[src/rtl/intr_pkg.sv]
// Shared constants for the interrupt controller: register map, FSM encoding, CAUSE layout.
// Latency: n/a (package only); backpressure: n/a.
package intr_pkg;

  localparam logic [1:0] REG_MASK  = 2'd0;
  localparam logic [1:0] REG_PEND  = 2'd1;
  localparam logic [1:0] REG_CAUSE = 2'd2;
  localparam logic [1:0] REG_EOI   = 2'd3;

  typedef enum logic [1:0] {
    IDLE    = 2'd0,
    REQ     = 2'd1,
    SERVICE = 2'd2
  } state_t;

  localparam int CAUSE_INSVC_BIT = 31;

endpackage

[src/rtl/intr_prio_enc.sv]
// Lowest-index-first priority encoder over an N_SRC-bit request vector.
// Latency: combinational; backpressure: none.
module intr_prio_enc #(
  parameter int N_SRC   = 8,
  parameter int CAUSE_W = 3
) (
  input  logic [N_SRC-1:0]   req,
  output logic               idx_vld,
  output logic [CAUSE_W-1:0] idx
);

  always_comb begin
    idx_vld = |req;
    idx     = '0;
    // Descending scan so the lowest set bit is the last assignment to land.
    for (int i = N_SRC - 1; i >= 0; i--) begin
      if (req[i]) idx = CAUSE_W'(i);
    end
  end

endmodule

[src/rtl/intr_ctrl.sv]
// Edge-triggered, maskable interrupt controller with intr/inta handshake and a 4-entry register file.
// Latency: 1 cycle from pending visible to intr high; no backpressure, intr held until inta.
module intr_ctrl
  import intr_pkg::*;
#(
  parameter int N_SRC   = 8,
  parameter int CAUSE_W = 3
) (
  input  logic               Clock,
  input  logic               Resetn,
  input  logic [N_SRC-1:0]   irq_src,
  input  logic               inta,
  output logic               intr,
  output logic [CAUSE_W-1:0] cause_id,
  output logic               in_service,
  input  logic               reg_we,
  input  logic [1:0]         reg_addr,
  input  logic [31:0]        reg_wdata,
  output logic [31:0]        reg_rdata
);

  state_t             state_q;
  state_t             state_d;
  logic [N_SRC-1:0]   irq_prev;
  logic [N_SRC-1:0]   pending;
  logic [N_SRC-1:0]   pending_d;
  logic [N_SRC-1:0]   mask;
  logic [N_SRC-1:0]   pend_clr;
  logic               arb_vld;
  logic [CAUSE_W-1:0] arb_idx;
  logic               accept;
  logic               ack;
  logic               wr_mask;
  logic               wr_pend;
  logic               wr_eoi;
  logic               unused_wdata;

  assign wr_mask      = reg_we && (reg_addr == REG_MASK);
  assign wr_pend      = reg_we && (reg_addr == REG_PEND);
  assign wr_eoi       = reg_we && (reg_addr == REG_EOI);
  assign unused_wdata = ^reg_wdata;

  intr_prio_enc #(
    .N_SRC   (N_SRC),
    .CAUSE_W (CAUSE_W)
  ) u_prio_enc (
    .req     (pending & mask),
    .idx_vld (arb_vld),
    .idx     (arb_idx)
  );

  always_comb begin
    state_d = state_q;
    accept  = 1'b0;
    ack     = 1'b0;
    case (state_q)
      IDLE: begin
        if (arb_vld) begin
          state_d = REQ;
          accept  = 1'b1;
        end
      end
      REQ: begin
        if (inta) begin
          state_d = SERVICE;
          ack     = 1'b1;
        end
      end
      SERVICE: begin
        if (wr_eoi) state_d = IDLE;
      end
      default: state_d = IDLE;
    endcase
  end

  // A new rising edge re-sets the bit even if W1C or acknowledge clears it this cycle.
  always_comb begin
    pend_clr = wr_pend ? reg_wdata[N_SRC-1:0] : '0;
    if (ack) pend_clr = pend_clr | (N_SRC'(1) << cause_id);
    pending_d = (pending & ~pend_clr) | (irq_src & ~irq_prev);
  end

  always_ff @(posedge Clock or negedge Resetn) begin
    if (!Resetn) begin
      state_q    <= IDLE;
      irq_prev   <= '0;
      pending    <= '0;
      mask       <= '0;
      cause_id   <= '0;
      intr       <= 1'b0;
      in_service <= 1'b0;
    end else begin
      state_q    <= state_d;
      irq_prev   <= irq_src;
      pending    <= pending_d;
      if (wr_mask) mask <= reg_wdata[N_SRC-1:0];
      if (accept) cause_id <= arb_idx;
      intr       <= (state_d == REQ);
      in_service <= (state_d == SERVICE);
    end
  end

  always_comb begin
    reg_rdata = '0;
    case (reg_addr)
      REG_MASK:  reg_rdata[N_SRC-1:0] = mask;
      REG_PEND:  reg_rdata[N_SRC-1:0] = pending;
      REG_CAUSE: begin
        reg_rdata[CAUSE_INSVC_BIT] = in_service;
        reg_rdata[CAUSE_W-1:0]     = cause_id;
      end
      default:   reg_rdata = '0;
    endcase
  end

endmodule
[config.mk]
export PLATFORM = sky130hd
export DESIGN_NAME = intr_ctrl
export DESIGN_NICKNAME = d
export VERILOG_FILES = /design/src/rtl/intr_pkg.sv /design/src/rtl/intr_prio_enc.sv /design/src/rtl/intr_ctrl.sv
export SDC_FILE = /design/constraint.sdc
export NUM_CORES = 1
export LEC_CHECK = 0
export CORE_MARGIN = 5
export CORE_UTILIZATION = 40
export DETAILED_ROUTE_END_ITERATION = 7
export PLACE_DENSITY = 0.82
export SLEW_MARGIN = 30
export SYNTH_ARGS = -nofsm -noshare
export SYNTH_HDL_FRONTEND = slang
export SYNTH_SLANG_ARGS = --single-unit
export TNS_END_PERCENT = 1
[constraint.sdc]
create_clock -name Clock -period 2.7 [get_ports Clock]
set_clock_uncertainty 0.05 [all_clocks]
set_input_delay 0.54 -clock Clock [delete_from_list [all_inputs] [get_ports Clock]]
set_output_delay 0.54 -clock Clock [all_outputs]
set_load 0.005 [all_outputs]
**After elaboration in Yosys (flattened, before gate mapping)**

Cells that the tools add are included.

- Flip-flop bits (word level): 31
- Output and inout port bits: 37
- Input port bits: 46

- Shift operators: 1
- Multiplexer cells: 21
- Equal/unequal tests: 7
- Bitwise operators: 7
- Reduce and logical (&&, ||, !) cells: 6

Operators by type and width:

| cell | number |
|---|---|
| AND 8 bit | 3 |
| 2-to-1 mux 3 bit | 8 |
| 2-to-1 mux 8 bit | 2 |
| inverter 8 bit | 2 |
| bitwise OR 8 bit | 2 |
| one-hot mux 5 bit (2 select lines) | 1 |
| one-hot mux 3 bit (3 select lines) | 1 |
| equality test 2 bit, second input constant | 4 |
| OR reduction 8 bit | 1 |
| << shifter 1 x 3 -> 8 bit, first input constant | 1 |
| equality test 2 x 1 -> 1 bit, second input constant | 3 |
| 2-to-1 mux 2 bit | 3 |
| one-hot mux 2 bit (3 select lines) | 1 |
| 2-to-1 mux 1 bit | 5 |
| zero test 2 bit | 2 |
| logical AND 1 bit | 3 |

**Depth between registers and ports, before layout**

- Depth after elaboration: 9
- Mapped depth: 4
- Depth with buffers taken out: 4

**Hierarchy**

From an unflattened synthesis, not the netlist that was laid out.

- Cell total of the unflattened synthesis: 161
- Area total of the unflattened synthesis: 1,655.3 um^2

Modules (own cells, without submodules):

| module | cells an instance | area an instance (um^2) | times used | sequential area each (um^2) |
|---|---|---|---|---|
| intr_ctrl | 148 | 1,574.0 | 1 | 775.7 |
| intr_prio_enc | 13 | 81.3 | 1 | 0.0 |

**Least setup slack after synthesis**

No wires, ideal clock.

- Kind: input -> output
- Start point: input port reg_addr[1]
- End point: output port reg_rdata[31]
- Slack: 1,044 ps
- Buffers on the path: 1
- Arrival: 1,066 ps
- Cell stages on the path: 3
- Path through: buf_2 > nor2b_1 > and2_1

- Cells in the longest elaborated chain, start to end: 2

RTL lines:

| what | RTL line | RTL |
|---|---|---|
| start, declared | intr_ctrl.sv:17 | `input logic [1:0] reg_addr,` |
| equality test 2 bit | intr_ctrl.sv:105 | `case (reg_addr)` |
| 2-to-1 mux 1 bit | intr_ctrl.sv:105 |  |
| end, declared | intr_ctrl.sv:19 | `output logic [31:0] reg_rdata` |

Every way passes these cells.

**Worst setup path after layout**

- Start point: input port reg_addr[0]
- End point: output port reg_rdata[2]

- Cells in the longest elaborated chain, start to end: 2
- Elaborated cells between the ends (all ways): 4
- Classes of those cells: 2 x eq/ne; 1 x mux; 1 x reduce/logical

RTL lines:

| what | RTL line |
|---|---|
| equality test 2 bit (tied with other cells) | intr_ctrl.sv:105 |
| one-hot mux 3 bit (3 select lines) (*) | intr_ctrl.sv:105 |

Every way passes the cells marked *; elsewhere a longest branch is shown, timed or not.

==> impl_metrics.tcl <==
set metrics [dict create \
    cts_tree "done" \
    wl_per_cell_microns 13.31 \
    yosysSeqAreaShare_pct 47.33 \
    synth.area.mux_share_pct 10.38 \
    numPortBuffers 35 \
    stdcell_area_sq_mm 0.002102 \
    rsz0062_at_grt "false" \
    grt_pass1_vias 1160 \
    overflow 0 \
    dr_wl_met3_microns 272 \
    fp.dieH_microns 74.02 \
    syn-mean-instance-area_sq_um 10.18 \
    via_per_inst 4.831 \
    p_per_area_mw_per_mm2 804.0 \
    crit_chain "clkdlybuf4s50_1 > buf_12 > mux2i_1 > o21ai_0 > clkdlybuf4s50_1" \
    max_cap_violations 0 \
    route.detailed.drc 0 \
    ys_warn_count 0 \
    cp_max_fo 11 \
    fin_ws_ns 0.09026 \
    critPathMaxStageDelay_ns 0.53 \
    pin_count 83 \
    routed.top_layer "met4" \
    hold_ws_ns 0.3662 \
    postSynth.asyncResetShare_pct 100.0 \
    ys_types 35 \
    fin_crit_ns 2.610 \
    period_share_pct 96.66 \
    path_class "in -> out" \
    yosys.area_share.simple_pct 11.76 \
    cts_buffers 5 \
    n_antenna_cell 0 \
    synth_xor_area_share_pct 0 \
    ctsLongestPathBuffers 2 \
    hold_depth 1 \
    gr-usage-all-layers_pct 13.25 \
    yosys_register_bits 31 \
    outcome "finished, final reports clean" \
    start_util_pct 40.98 \
    synth_top_flop_cell "dfrtp_1" \
    ys_top_cells_by_count "dfrtp_1, buf_4, inv_1" \
    htree_levels 2 \
    worstPathArrival_ns 2.02 \
    synth_edf_count 0 \
    drive_gt1_share_pct 12.75 \
    die-area_sq_mm 0.005478 \
    clk_latency_ns 0.29 \
    holdCritPathClass "reg -> reg" \
    totalPowerFinal_uw 1690 \
    grt_max_degree 32 \
    firstDrtPassIters 4 \
    layout.nets 249 \
    fmax_mhz 383.2 \
    synth_compound_area_share_pct 15.11 \
    wl_met2_mm 1.598 \
    leakage_uw 0.0009427 \
    place_ws_ns 0.1051 \
    synth_top_area_share_pct 47.33 \
    antenna_found_initial 0 \
    setup_violations 0 \
    area_delta_synth_final_pct 28.24 \
    ctsResizeCount 0 \
    die_x_microns 74.02 \
    grt_pass1_wl_mm 5.354 \
    synthTopCellsByArea "dfrtp_1, buf_4, mux2_2" \
    slew_headroom_pct 66.55 \
    syn_area_sq_mm 0.001639 \
    critPathLaunchType "primary input" \
    slowest_stage "clkdlybuf4s50_1" \
    drt-initial-drc-count 51 \
    wl_mm 3.382 \
    postCtsSetupBuffers 0 \
    synth_most_common_cell "dfrtp_1" \
    ir_drop_v 0.0003119 \
    fillCellCount 390 \
    core_area_sq_mm 0.004000 \
    ctsHoldBuffers 0 \
    finalWeightedCongestion 0.8492 \
    rows 23 \
    met1Wirelength_mm 1.443 \
    yosysTopAreaCell "dfrtp_1" \
    crit_required_ns 2.11 \
    r2r_cells 4 \
    tightest_slew_ns 0.5012 \
    synth_fa_ha_area_share_pct 0 \
    synthCells 161 \
    cpMostUsedCell "clkdlybuf4s50_1" \
    vias 1227 \
    hpwl_mm 2.546 \
    place_area_sq_mm 0.001984 \
    final_antenna_net_count 0 \
    cts_sinks 31 \
    critPathCaptureType "primary output" \
    slew_viol_final 0 \
    hold_viol_final 0 \
    cts_root_buf "clkbuf_8" \
    synth_top_family_by_area "buffers and inverters" \
    clk_pin_slew_ns 0.06 \
    final.setup.tns_ns 0 \
]
## sequential cells by signal, summed over array words and instances (netlist names)
name and count:
cause_id 3, in_service 1, intr 1, irq_prev 8, mask 8, pending 8, state_q 2
## critical path, delay by kind of cell
| family | cells | cell delay, ns |
|---|---|---|
| buf+inv | 3 | 1.22 |
| mux | 1 | 0.09 |
| compound gates | 1 | 0.16 |
## cells by family after synthesis
family	after synthesis
AND/OR/NAND/NOR	34
AO/OA/AOI/OAI	37
multiplexers	16
other	1
flip-flops	31
buffers and inverters	42
## area by class of cell
cell class / instances / area, sq um / area share (%)
timing repair buffer: 38 / 385.4 / 18.33
multi-input combinational: 110 / 696.9 / 33.15
clock buffer: 6 / 82.58 / 3.929
clock inverter: 2 / 35.03 / 1.667
tap: 50 / 62.56 / 2.976
inverter: 17 / 63.81 / 3.036
sequential: 31 / 775.7 / 36.90
## cells in the final DEF (no fill, tap or decap), types with 2 or more instances in the layout
| cell type | Yosys | routed |
|---|---|---|
| nand2b_1 | 3 | 3 |
| o21ai_1 | 3 | 3 |
| o21ai_0 | 12 | 12 |
| nor3_1 | 3 | 3 |
| mux2i_1 | 8 | 8 |
| clkbuf_8 | 0 | 6 |
| nand3_1 | 2 | 2 |
| nand2_1 | 10 | 10 |
| a21oi_1 | 5 | 5 |
| buf_4 | 24 | 2 |
| conb_1 | 1 | 23 |
| dfrtp_1 | 31 | 31 |
| and2_1 | 2 | 2 |
| nor2_1 | 6 | 6 |
| clkdlybuf4s50_1 | 0 | 35 |
| o22ai_1 | 2 | 2 |
| inv_1 | 17 | 17 |
| a211oi_1 | 2 | 2 |
| mux2_2 | 8 | 8 |
| o221ai_1 | 5 | 5 |
## per-stage QoR
step,std cells,utilization [%]
floorplan,183,-
global placement,246,49.61
detailed placement,246,49.61
CTS,254,52.55
global route,254,52.55
finish,254,52.55
## worst paths after layout
check	slack (ns)	start	endpoint
max	0.09	reg_addr[0]	reg_rdata[2]
min	0.37	irq_prev[2]	pending[2]
max reg2reg	1.26	mask[3]	state_q[0]
min reg2reg	0.37	irq_prev[2]	pending[2]
max in group asynchronous	1.72	Resetn	mask[5]
min in group asynchronous	0.60	Resetn	cause_id[1]
## report_power, final
| group | internal [uW] | leakage [uW] | switching (uW) |
|---|---|---|---|
| Combinational | 287 | 0.000529 | 222 |
| Clock | 298 | 0.0000612 | 169 |
| Sequential | 578 | 0.000353 | 137 |
## routing by layer
layer  vias to the layer above  track usage, %
li1                        601               -
met1                       578           16.94
met3                         7           3.243
met2                        41           20.67
met4                         0           7.243
met5                         -               0
(Power assumes the default switching activity.)
